--- src/rtl/bloom_filter_pkg.sv ---
// ---------------------------------------------------------------------------
// bloom_filter_pkg
//   Shared types and constants for the Bloom-filter match path.
//   - Geometry localparams (string size range, hashes per size, position width)
//   - match_rec_t : one queued match record {pos, size, mask}
//   - longest_size(): highest set mask bit converted to a string size
// ---------------------------------------------------------------------------
package bloom_filter_pkg;

    localparam int MAX_STR_SIZE  = 20;
    localparam int MIN_STR_SIZE  = 8;
    localparam int HASHES_CNT    = 6;
    localparam int POS_W         = 16;
    localparam int STR_SIZES_CNT = MAX_STR_SIZE - MIN_STR_SIZE + 1;
    localparam int STR_SIZE_W    = $clog2(MAX_STR_SIZE + 1);

    typedef struct packed {
        logic [POS_W-1:0]         pos;
        logic [STR_SIZE_W-1:0]    size;
        logic [STR_SIZES_CNT-1:0] mask;
    } match_rec_t;

    // Highest set index plus MIN_STR_SIZE; 0 when no bit is set.
    function automatic logic [STR_SIZE_W-1:0] longest_size(
        input logic [STR_SIZES_CNT-1:0] mask
    );
        logic [STR_SIZE_W-1:0] size;
        size = '0;
        for (int i = 0; i < STR_SIZES_CNT; i++) begin
            if (mask[i]) begin
                size = STR_SIZE_W'(i + MIN_STR_SIZE);
            end
        end
        return size;
    endfunction

endpackage

--- src/rtl/match_fifo.sv ---
// ---------------------------------------------------------------------------
// match_fifo
//   Show-ahead synchronous FIFO of match_rec_t records.
//   Ports:
//     clk_i, rst_i : clock, asynchronous active-high reset
//     flush_i      : synchronous pointer reset (contents become invalid)
//     push_i/data_i: write one record (caller guarantees !full or a same-cycle pop)
//     pop_i        : drop the head record (caller guarantees !empty)
//     data_o       : head record, valid whenever empty_o = 0
//     full_o/empty_o
// ---------------------------------------------------------------------------
module match_fifo
    import bloom_filter_pkg::*;
#(
    parameter int DEPTH = 16
) (
    input  logic       clk_i,
    input  logic       rst_i,
    input  logic       flush_i,
    input  logic       push_i,
    input  match_rec_t data_i,
    input  logic       pop_i,
    output match_rec_t data_o,
    output logic       full_o,
    output logic       empty_o
);

    localparam int AW = $clog2(DEPTH);

    // Pointers carry one extra MSB so full and empty are distinguishable.
    logic [AW:0] wr_ptr_q, wr_ptr_d;
    logic [AW:0] rd_ptr_q, rd_ptr_d;
    match_rec_t  mem_q [DEPTH];

    assign empty_o = (wr_ptr_q == rd_ptr_q);
    assign full_o  = (wr_ptr_q[AW] != rd_ptr_q[AW]) &&
                     (wr_ptr_q[AW-1:0] == rd_ptr_q[AW-1:0]);
    assign data_o  = mem_q[rd_ptr_q[AW-1:0]];

    always_comb begin
        // NOTE: every always_comb output gets a default first so no path leaves it unassigned (no latch).
        wr_ptr_d = wr_ptr_q;
        rd_ptr_d = rd_ptr_q;
        if (flush_i) begin
            wr_ptr_d = '0;
            rd_ptr_d = '0;
        end else begin
            if (push_i) wr_ptr_d = wr_ptr_q + 1'b1;
            if (pop_i)  rd_ptr_d = rd_ptr_q + 1'b1;
        end
    end

    // NOTE: state registers use non-blocking assignments so every flop samples pre-edge values.
    always_ff @(posedge clk_i or posedge rst_i) begin
        if (rst_i) begin
            wr_ptr_q <= '0;
            rd_ptr_q <= '0;
        end else begin
            wr_ptr_q <= wr_ptr_d;
            rd_ptr_q <= rd_ptr_d;
        end
    end

    // NOTE: storage has no reset; validity comes from the pointers, and the top masks the head while empty.
    always_ff @(posedge clk_i) begin
        if (push_i && !flush_i) begin
            mem_q[wr_ptr_q[AW-1:0]] <= data_i;
        end
    end

endmodule

--- src/rtl/bloom_match_collector.sv ---
// ---------------------------------------------------------------------------
// bloom_match_collector
//   Aligns each hash lookup with its returning LUT read data, ANDs the
//   per-size hash bits into a Bloom hit mask, and queues {pos, longest size,
//   mask} records in a show-ahead FIFO for a ready/valid consumer.
//   Ports:
//     clk_i, rst_i        : clock, asynchronous active-high reset
//     config_i            : LUT reconfiguration; discards in-flight lookups,
//                           flushes the FIFO, blocks pushes/pops/counting
//     hash_valid_i/pos_i  : lookup issued to the LUT this cycle
//     lut_rd_data_i       : [MAX..MIN][HASHES_CNT-1:0] membership bits
//     match_*             : FIFO head (valid/ready handshake)
//     cnt_clr_i           : synchronous clear of both counters
//     hit_cnt_o/drop_cnt_o: saturating hit and FIFO-overflow counters
//   Record geometry is taken from bloom_filter_pkg; the size parameters below
//   must keep their package defaults.
// ---------------------------------------------------------------------------
module bloom_match_collector #(
    parameter int MAX_STR_SIZE   = bloom_filter_pkg::MAX_STR_SIZE,
    parameter int MIN_STR_SIZE   = bloom_filter_pkg::MIN_STR_SIZE,
    parameter int HASHES_CNT     = bloom_filter_pkg::HASHES_CNT,
    parameter int LUT_RD_LATENCY = 1,
    parameter int POS_W          = bloom_filter_pkg::POS_W,
    parameter int FIFO_DEPTH     = 16,
    parameter int CNT_W          = 32
) (
    input  logic                                                    clk_i,
    input  logic                                                    rst_i,
    input  logic                                                    config_i,
    input  logic                                                    hash_valid_i,
    input  logic [POS_W-1:0]                                        hash_pos_i,
    input  logic [(MAX_STR_SIZE-MIN_STR_SIZE+1)*HASHES_CNT-1:0]     lut_rd_data_i,
    output logic                                                    match_valid_o,
    input  logic                                                    match_ready_i,
    output logic [POS_W-1:0]                                        match_pos_o,
    output logic [$clog2(MAX_STR_SIZE+1)-1:0]                       match_size_o,
    output logic [MAX_STR_SIZE-MIN_STR_SIZE:0]                      match_mask_o,
    input  logic                                                    cnt_clr_i,
    output logic [CNT_W-1:0]                                        hit_cnt_o,
    output logic [CNT_W-1:0]                                        drop_cnt_o
);

    import bloom_filter_pkg::match_rec_t;
    import bloom_filter_pkg::longest_size;

    localparam int SIZES = MAX_STR_SIZE - MIN_STR_SIZE + 1;
    localparam int LAT   = LUT_RD_LATENCY;

    // ---------------- delay line ----------------
    logic [LAT-1:0]            dl_vld_q;
    logic [LAT-1:0][POS_W-1:0] dl_pos_q;

    always_ff @(posedge clk_i or posedge rst_i) begin
        if (rst_i) begin
            dl_vld_q <= '0;
            dl_pos_q <= '0;
        end else begin
            // Lookups issued or in flight during config are discarded.
            dl_vld_q[0] <= hash_valid_i & ~config_i;
            dl_pos_q[0] <= hash_pos_i;
            for (int i = 1; i < LAT; i++) begin
                dl_vld_q[i] <= dl_vld_q[i-1] & ~config_i;
                dl_pos_q[i] <= dl_pos_q[i-1];
            end
        end
    end

    logic             aligned;
    logic [POS_W-1:0] aligned_pos;
    assign aligned     = dl_vld_q[LAT-1];
    assign aligned_pos = dl_pos_q[LAT-1];

    // ---------------- hit detection ----------------
    logic [SIZES-1:0] hit_mask;
    logic             hit;

    always_comb begin
        hit_mask = '0;
        for (int i = 0; i < SIZES; i++) begin
            hit_mask[i] = &lut_rd_data_i[i*HASHES_CNT +: HASHES_CNT];
        end
    end

    assign hit = |hit_mask;

    // ---------------- FIFO control ----------------
    logic       push_try, push, pop, drop;
    logic       fifo_full, fifo_empty;
    match_rec_t rec_in, rec_head;

    assign push_try = aligned & hit & ~config_i;
    assign pop      = ~fifo_empty & match_ready_i & ~config_i;
    // A full FIFO still accepts when the head leaves in the same cycle.
    assign push     = push_try & (~fifo_full | pop);
    assign drop     = push_try & ~push;

    always_comb begin
        rec_in      = '0;
        rec_in.pos  = aligned_pos;
        rec_in.mask = hit_mask;
        rec_in.size = longest_size(hit_mask);
    end

    match_fifo #(
        .DEPTH (FIFO_DEPTH)
    ) u_fifo (
        .clk_i   (clk_i),
        .rst_i   (rst_i),
        .flush_i (config_i),
        .push_i  (push),
        .data_i  (rec_in),
        .pop_i   (pop),
        .data_o  (rec_head),
        .full_o  (fifo_full),
        .empty_o (fifo_empty)
    );

    // Head fields read as zero while nothing is queued.
    assign match_valid_o = ~fifo_empty;
    assign match_pos_o   = fifo_empty ? '0 : rec_head.pos;
    assign match_size_o  = fifo_empty ? '0 : rec_head.size;
    assign match_mask_o  = fifo_empty ? '0 : rec_head.mask;

    // ---------------- saturating counters ----------------
    logic [CNT_W-1:0] hit_cnt_q, hit_cnt_d;
    logic [CNT_W-1:0] drop_cnt_q, drop_cnt_d;

    always_comb begin
        hit_cnt_d  = hit_cnt_q;
        drop_cnt_d = drop_cnt_q;
        if (cnt_clr_i) begin
            hit_cnt_d  = '0;
            drop_cnt_d = '0;
        end else begin
            if (push_try && !(&hit_cnt_q))  hit_cnt_d  = hit_cnt_q + 1'b1;
            if (drop && !(&drop_cnt_q))     drop_cnt_d = drop_cnt_q + 1'b1;
        end
    end

    always_ff @(posedge clk_i or posedge rst_i) begin
        if (rst_i) begin
            hit_cnt_q  <= '0;
            drop_cnt_q <= '0;
        end else begin
            hit_cnt_q  <= hit_cnt_d;
            drop_cnt_q <= drop_cnt_d;
        end
    end

    assign hit_cnt_o  = hit_cnt_q;
    assign drop_cnt_o = drop_cnt_q;

endmodule

--- config.mk ---
export PLATFORM = sky130hd
export DESIGN_NAME = bloom_match_collector
export DESIGN_NICKNAME = d
export VERILOG_FILES = /design/src/rtl/bloom_filter_pkg.sv /design/src/rtl/match_fifo.sv /design/src/rtl/bloom_match_collector.sv
export SDC_FILE = /design/constraint.sdc
export NUM_CORES = 1
export LEC_CHECK = 0
export ABC_AREA = 1
export CELL_PAD_IN_SITES_DETAIL_PLACEMENT = 1
export CELL_PAD_IN_SITES_GLOBAL_PLACEMENT = 1
export CORE_MARGIN = 2
export CORE_UTILIZATION = 52
export DETAILED_ROUTE_END_ITERATION = 6
export PLACE_DENSITY_LB_ADDON = 0.1
export SETUP_SLACK_MARGIN = 0.4
export SYNTH_ARGS = -nofsm -noshare
export SYNTH_HDL_FRONTEND = slang
export SYNTH_SLANG_ARGS = --single-unit
--- constraint.sdc ---
create_clock -name clk_i -period 10.7 [get_ports clk_i]
set_clock_uncertainty 0.1 [all_clocks]
set_input_delay 3.21 -clock clk_i [delete_from_list [all_inputs] [get_ports clk_i]]
set_output_delay 3.21 -clock clk_i [all_outputs]
set_load 0.02 [all_outputs]
==> results of run 1 <==
[stage by stage]
stage	setup WS, ps	util [%]	hold WS, ps	std cells
finish	2810	62.2	446	3112
global route	2810	62.2	472	3112
CTS	2910	62.1	447	3110
detailed placement	3430	57.9	431	2994
global placement	3560	57.7	419	2990
floorplan	4050	-	422	2210
[report_power, final]
group / internal, mW / total (mW) / switching (mW) / leakage, nW
combinational: 0.0909 / 0.238 / 0.147 / 4.63
clock: 1.41 / 2.38 / 0.965 / 1.08
sequential: 2.68 / 2.70 / 0.0210 / 6.18
[final cells by class]
cell class / count / share of cell area (%)
well taps: 680 / 2.66
repair buffers: 233 / 7.30
inverters: 103 / 1.24
clock inverters: 29 / 1.10
clock buffers: 87 / 5.80
multi-input cells: 1345 / 23.7
flip-flops and latches: 635 / 58.2
[cell usage in the layout (no fill, tap or decap), types with 7 or more instances in the layout]
cell type          n
nor3_1            24
a21oi_1          105
or2_2             68
clkbuf_1          12
xnor2_1           17
clkbuf_16         69
ha_1               7
bufinv_16          8
inv_2              7
clkdlybuf4s50_1  198
clkinv_1           8
edfxtp_1         544
xor2_1            45
nand3_1          221
clkinv_2          10
buf_4             29
nand3_2           24
o21ai_0           43
inv_1             91
o2111ai_1         68
nand4_1           14
nand3b_1          25
o211a_1           34
nor2_1            67
o221ai_1          68
dfrtp_1           88
nand2_1          461
nor2_4            22
[routing by layer]
metal	GRT usage, %	vias to the layer above	routed length [um]
met1	40.3	9989	32800
li1	-	8373	-
met2	55.3	890	43300
met3	4.52	140	5690
met5	0	-	0
met4	10.5	0	2040
[worst max path at each step]
stage / startpoint / to / slack (ps) / depth (start not counted)
after floorplan: lut_rd_data_i[72] / u_fifo.mem_q[0][0] / 4050 / 10
after global placement: lut_rd_data_i[72] / u_fifo.mem_q[15][31] / 3560 / 12
after detailed placement: lut_rd_data_i[72] / u_fifo.mem_q[12][1] / 3430 / 12
after CTS: u_fifo.rd_ptr_q[0] / match_mask_o[12] / 2910 / 6
after global routing: u_fifo.rd_ptr_q[0] / match_mask_o[2] / 2810 / 8
final: u_fifo.rd_ptr_q[0] / match_mask_o[2] / 2810 / 8
[worst max-delay path, delay by kind of cell (launching register included)]
| family | cells | cell delay (ps) |
|---|---|---|
| buf+inv | 3 | 2170 |
| compound gates | 3 | 740 |
| flops | 1 | 660 |
| simple gates | 2 | 260 |
[flip-flops by register name (all words and copies together) (netlist names)]
signal and cells:
aligned 1, aligned_pos 16, drop_cnt_o 32, hit_cnt_o 32
u_fifo.mem_q 544, u_fifo.rd_ptr_q 5, u_fifo.wr_ptr_q 5
[cell families (layout without fill, tap and decap cells)]
family          Yosys count  in the layout
buf+inv                 230            452
fa+ha+maj                 7              7
xor+xnor                 62             62
compound gates          323            323
simple gates            953            953
flops                   635            635
==> metrics.csv, run 1 <==
stage,metric,value,unit
logic_synthesis,top post-synthesis cells by area,"edfxtp_1 60%, dfrtp_1 8.4%, nand2_1 6.4%",
worst_setup_path,crit path max-delay cell type,buf_4,
global_routing,number of global-route vias before repair,21111,
logic_synthesis,mux cell area share after synthesis,0,%
logic_synthesis,Compound-Gate Fraction of Synth Area,8.54,%
timing,Setup Viol. Count Final,0,
worst_hold_path,worst hold path class,register to register,
timing,period utilization,73.7,%
layout,Synth-to-Final Area Change,18.3,%
floorplan,io pins,199,
worst_setup_path,crit path max fanout,83,
timing,fmax,0.127,GHz
floorplan,Die Wd,232,um
logic_synthesis,Yosys top cell area share,60.4,%
logic_synthesis,most frequent cell after synthesis,edfxtp_1,
logic_synthesis,Yosys warning total,0,
floorplan,die area,0.0538,mm^2
clock_tree,cts bufs inserted,68,
global_routing,GRT Total Usage,31.5,%
worst_setup_path,Critical Path End Type,output port,
worst_setup_path,Required @ worst endpoint,7390,ps
placed_design,cell area after placement,0.0297,mm^2
logic_synthesis,Mapped Area,0.0270,mm^2
worst_setup_path,Worst R2R Start,u_fifo.rd_ptr_q[0],
placed_design,port bufs,198,
floorplan,Die H,232,um
logic_synthesis,"area leader, netlist",edfxtp_1,
logic_synthesis,Commonest cells post-synth,"544 x edfxtp_1, 464 x nand2_1, 221 x nand3_1, 106 x a21oi_1, 95 x inv_1",
timing,fin crit period,7890,ps
clock_tree,"CTS clk-pin slew, worst paths",60,ps
worst_hold_path,Hold Crit Depth,2,
worst_setup_path,crit path cell chain,inv_4 -> buf_4 -> nand2_1 -> nand2_1 -> a21oi_1 -> o21ai_0 -> o211a_1 -> clkdlybuf4s50_1,
logic_synthesis,synthesized net count,2317,
worst_hold_path,HP Start,hit_cnt_o[11],
placed_design,dpl hpwl,46.9,mm
pwr,Pwr Density,166,mW/mm^2
worst_setup_path,reg2reg setup slack,6390,ps
layout,NumNets Final,2493,
worst_setup_path,most frequent CP cell,nand2_1,
global_routing,GR Overflow Total,0,
timing,worst slew pin tran,1240,ps
logic_synthesis,Simple-Gate Fraction of Synth Area,16.6,%
logic_synthesis,mean post-synth cell area,12.2,um^2
clock_tree,setup bufs post-CTS,0,
worst_setup_path,Reg2Reg Depth,9,
layout,multi-input logic area,0.00759,mm^2
route,ANT nets after route,0,
clock_tree,CTS Buffer Depth,3,
logic_synthesis,"flops & latches, synth",635,
pwr,Worst VDD drop,0.000108,V
timing,setup TNS,0,ps
worst_setup_path,RR Endpoint,u_fifo.mem_q[2][1],
worst_setup_path,"Arr. time, crit path",4580,ps
global_routing,first-pass GRT wire length,127,mm
layout,share of layout cells above drive strength 1,11.5,%
global_routing,pin count of the biggest net entering global routing,137,
floorplan,CORE AREA,0.0514,mm^2
route,drt total wl,83.8,mm
logic_synthesis,ys flop type,edfxtp_1,
layout,final instance area,0.0320,mm^2
logic_synthesis,main combinational cell family by area after synthesis,simple AND/OR/NAND/NOR gates,
clock_tree,Post-CTS Hold Fix Bufs,0,
logic_synthesis,sequential element share of the synthesized area,68.8,%
clock_tree,H-tree Lvls,3,
timing,unrepaired setup endpoints after global routing,no,
logic_synthesis,asr flop ratio synth,14.3,%
clock_tree,CTS tree,done,
worst_setup_path,WS Path Type,register to output port,
pwr,Leak Pwr,11.9,nW
logic_synthesis,number of synthesized flops with an enable pin,544,
layout,fill count,5077,
logic_synthesis,Post-Synth Adder-Cell Area,0.324,%
layout,register area,0.0186,mm^2
route,Routed WL per cell,26.9,um
run,max-cap violations,0,
timing,Final Max Tran Viols,0,
status,status,"complete, no violations",
worst_setup_path,Max stage delay on crit path,920,ps
floorplan,initial core utilization,52.6,%
route,TritonRoute pass-1 iters,5,
layout,ant diodes,0,
clock_tree,post_cts resized,0,
placed_design,GPL Wtd Cong,0.825,
pwr,total power,5.32,mW
floorplan,Rows,83,
worst_setup_path,startpoint type of the worst setup path,register,
clock_tree,root buffer cell,clkbuf_16,
global_routing,initial antenna violation count,0,
route,vias,19392,
clock_tree,clock latency on the worst-skew pair,600,ps
logic_synthesis,Synth cell types,41,
logic_synthesis,cell count after synthesis,2210,
logic_synthesis,XOR/XNOR share of the synthesized area,2.01,%
worst_hold_path,WHS Endpoint,hit_cnt_o[11],
route,DRT iter0 DRCs,1736,
timing,Slew HR,17.3,%
timing,Fin. Hold Viols,0,
clock_tree,TritonCTS Sinks,635,
route,vias per inst,6.23,
route,DRC,0,
Note: power is estimated with default switching activity, not from simulation.
==> run 2: changes to the inputs <==
- CORE_UTILIZATION: 52 -> 43
- clock period: 10.7 -> 6.5 ns (I/O delays scaled with it)
==> metrics.csv, run 2 (synthesis results as in run 1) <==
stage,metric,value,unit,change
route,DRC,0,,unchanged
worst_setup_path,CP Depth,7,,-1
clock_tree,clock latency on the worst-skew pair,610,ps,about the same
route,ANT nets after route,0,,unchanged
floorplan,initial core utilization,43.7,%,-8.9 points
layout,share of layout cells above drive strength 1,12.2,%,+0.72 points
placed_design,cell area after placement,0.0301,mm^2,+1.2%
worst_setup_path,WS Path Type,register to output port,,
timing,Fin. Hold Viols,0,,unchanged
global_routing,initial antenna violation count,2,,+2
worst_setup_path,Worst R2R Start,u_fifo.rd_ptr_q[3],,
clock_tree,Post-CTS Hold Fix Bufs,0,,unchanged
run,max-cap violations,0,,unchanged
worst_setup_path,Reg2Reg Depth,9,,unchanged
timing,final hold slack,461,ps,+15.0 ps
worst_setup_path,crit path max-delay cell type,dfrtp_2,,
pwr,Leak Pwr,12.0,nW,+1.1%
timing,period utilization,88.4,%,
worst_setup_path,Required @ worst endpoint,4450,ps,-2940 ps
status,status,"complete, no violations",,
worst_setup_path,crit path max fanout,67,,-19%
clock_tree,CTS tree,done,,
timing,unrepaired setup endpoints after global routing,no,,
worst_setup_path,startpoint type of the worst setup path,register,,
worst_setup_path,crit path cell chain,clkinv_2 -> buf_4 -> nand2_1 -> a21oi_1 -> o21ai_0 -> o211a_1 -> clkdlybuf4s50_1,,
layout,number of flip-flops in the largest register,544,,unchanged
pwr,Flop pwr share,49.7,%,-1.1 points
route,vias,18546,,-4.4%
placed_design,GPL Wtd Cong,0.806,,-2.3%
timing,worst slew pin tran,1120,ps,-119 ps
route,DRT iter0 DRCs,1143,,-34%
clock_tree,setup bufs post-CTS,0,,unchanged
worst_hold_path,WHS Endpoint,u_fifo.rd_ptr_q[4],,
pwr,Cell Int Power,7.02,mW,+68%
layout,Synth-to-Final Area Change,20.1,%,
worst_hold_path,HP Start,u_fifo.rd_ptr_q[4],,
global_routing,GR Overflow Total,0,,unchanged
worst_hold_path,Hold Crit Depth,2,,unchanged
global_routing,number of global-route vias before repair,19600,,-7.2%
worst_setup_path,reg2reg setup slack,3060,ps,-3330 ps
worst_setup_path,"Arr. time, crit path",3700,ps,-880 ps
placed_design,port bufs,198,,unchanged
pwr,Gate power share,4.3,%,-0.2 points
route,TritonRoute pass-1 iters,5,,unchanged
worst_setup_path,Critical Path End Type,output port,,
layout,ant diodes,0,,unchanged
pwr,switching part of the total power,21.6,%,+0.25 points
timing,fmax,0.174,GHz,
placed_design,"worst slack, placed",851,ps,-2580 ps
worst_setup_path,Max stage delay on crit path,820,ps,-100 ps
pwr,Worst VDD drop,0.000216,V,+99%
clock_tree,"CTS clk-pin slew, worst paths",60,ps,about the same
clock_tree,TritonCTS Sinks,635,,unchanged
floorplan,Rows,91,,+9.6%
clock_tree,CTS Buffer Depth,3,,unchanged
layout,"commonest non-fill, non-tap cell in the layout",edfxtp_1,,
floorplan,io pins,199,,unchanged
clock_tree,H-tree Lvls,3,,unchanged
layout,final instance area,0.0325,mm^2,+1.5%
pwr,Pwr Density,276,mW/mm^2,+66%
placed_design,dpl hpwl,46.1,mm,-1.7%
timing,setup TNS,0,ps,unchanged
floorplan,Die H,255,um,+9.8%
timing,Final Max Tran Viols,0,,unchanged
worst_setup_path,WP buf/inv,3,,unchanged
pwr,Clk pwr share,46.0,%,+1.3 points
global_routing,first-pass GRT wire length,120,mm,-5.7%
worst_hold_path,worst hold path class,register to register,,
timing,Setup Viol. Count Final,0,,unchanged
timing,Slew HR,25.2,%,+7.9 points
clock_tree,post_cts resized,0,,unchanged
route,vias per inst,5.64,,-9.5%
floorplan,CORE AREA,0.0619,mm^2,+20%
route,Routed WL per cell,23.9,um,-11%
route,drt total wl,78.5,mm,-6.3%
layout,Final Util,52.4,%,-9.8 points
floorplan,die area,0.0649,mm^2,+21%
worst_setup_path,RR Endpoint,u_fifo.mem_q[5][0],,
worst_setup_path,family with the most delay on the worst path,buffers and inverters,,
floorplan,Die Wd,255,um,+9.8%
global_routing,pin count of the biggest net entering global routing,139,,+1.5%
layout,most frequent cells in the layout,"544 x edfxtp_1, 461 x nand2_1, 221 x nand3_1",,
timing,post-route setup slack,753,ps,-2060 ps
timing,fin crit period,5750,ps,
clock_tree,root buffer cell,clkbuf_16,,
layout,NumNets Final,2503,,+0.40%
global_routing,GRT Total Usage,24.5,%,-7.0 points
pwr,Net Switching,1.93,mW,+70%
clock_tree,cts bufs inserted,70,,+2.9%
==> run 2: cell types whose count changed in the layout (fill, tap and decap cells not counted), sizes merged <==
cell      change
buf           +8
bufinv        +1
clkbuf        -3
clkinv       +10
clkinvlp      +2
inv           +2
==> run 2: final cells by class <==
class / instances / area, um^2
Clock buffer: 84 / 1890
Inverter: 103 / 395
Multi-Input combinational cell: 1345 / 7580
Clock inverter: 44 / 498
Tap cell: 837 / 1050
Sequential cell: 635 / 18600
Fill cell: 6328 / 29500
Timing Repair Buffer: 241 / 2440
==> run 2: worst max path at each step <==
stage | startpoint | endpoint
floorplan | lut_rd_data_i[72] | u_fifo.mem_q[0][0]
global placement | lut_rd_data_i[72] | u_fifo.mem_q[5][0]
detailed placement | lut_rd_data_i[72] | u_fifo.mem_q[5][0]
CTS | u_fifo.rd_ptr_q[1] | match_mask_o[5]
global route | u_fifo.rd_ptr_q[1] | match_pos_o[13]
finish | u_fifo.rd_ptr_q[1] | match_size_o[4]
==> run 2: worst register-to-register path: stages (launching register included) <==
cell and delay [ps]:
dfrtp_2 900, nand2_1 140, nand4_1 130, nor3_2 60, o211ai_2 120, inv_2 100, nor2_2 280, nand2_1 310
nor2_4 430, buf_4 510
==> run 2: metal layers <==
metal  global-route usage [%]  routed length (um)  up-vias
met4                     5.56                1450        2
met5                        0                  14        -
met3                     3.92                3720      101
met1                     32.3               33900     9568
met2                     42.5               39400      448
li1                         -                   -     8427
==> run 2: stage by stage <==
stage	power, mW	cells
2_1_floorplan	4.72	2210
3_3_place_gp	4.91	3161
3_5_place_dp	4.92	3161
4_1_cts	9.02	3289
5_1_grt	9.20	3289
6_report	8.95	3289
==> run 2: power groups by stage <==
stage	clock network (mW)	registers (mW)	logic, mW
global placement	0	4.53	0.380
detailed placement	0	4.53	0.386
finish	4.12	4.45	0.383
CTS	4.19	4.45	0.388
floorplan	0	4.52	0.200
global route	4.33	4.45	0.417
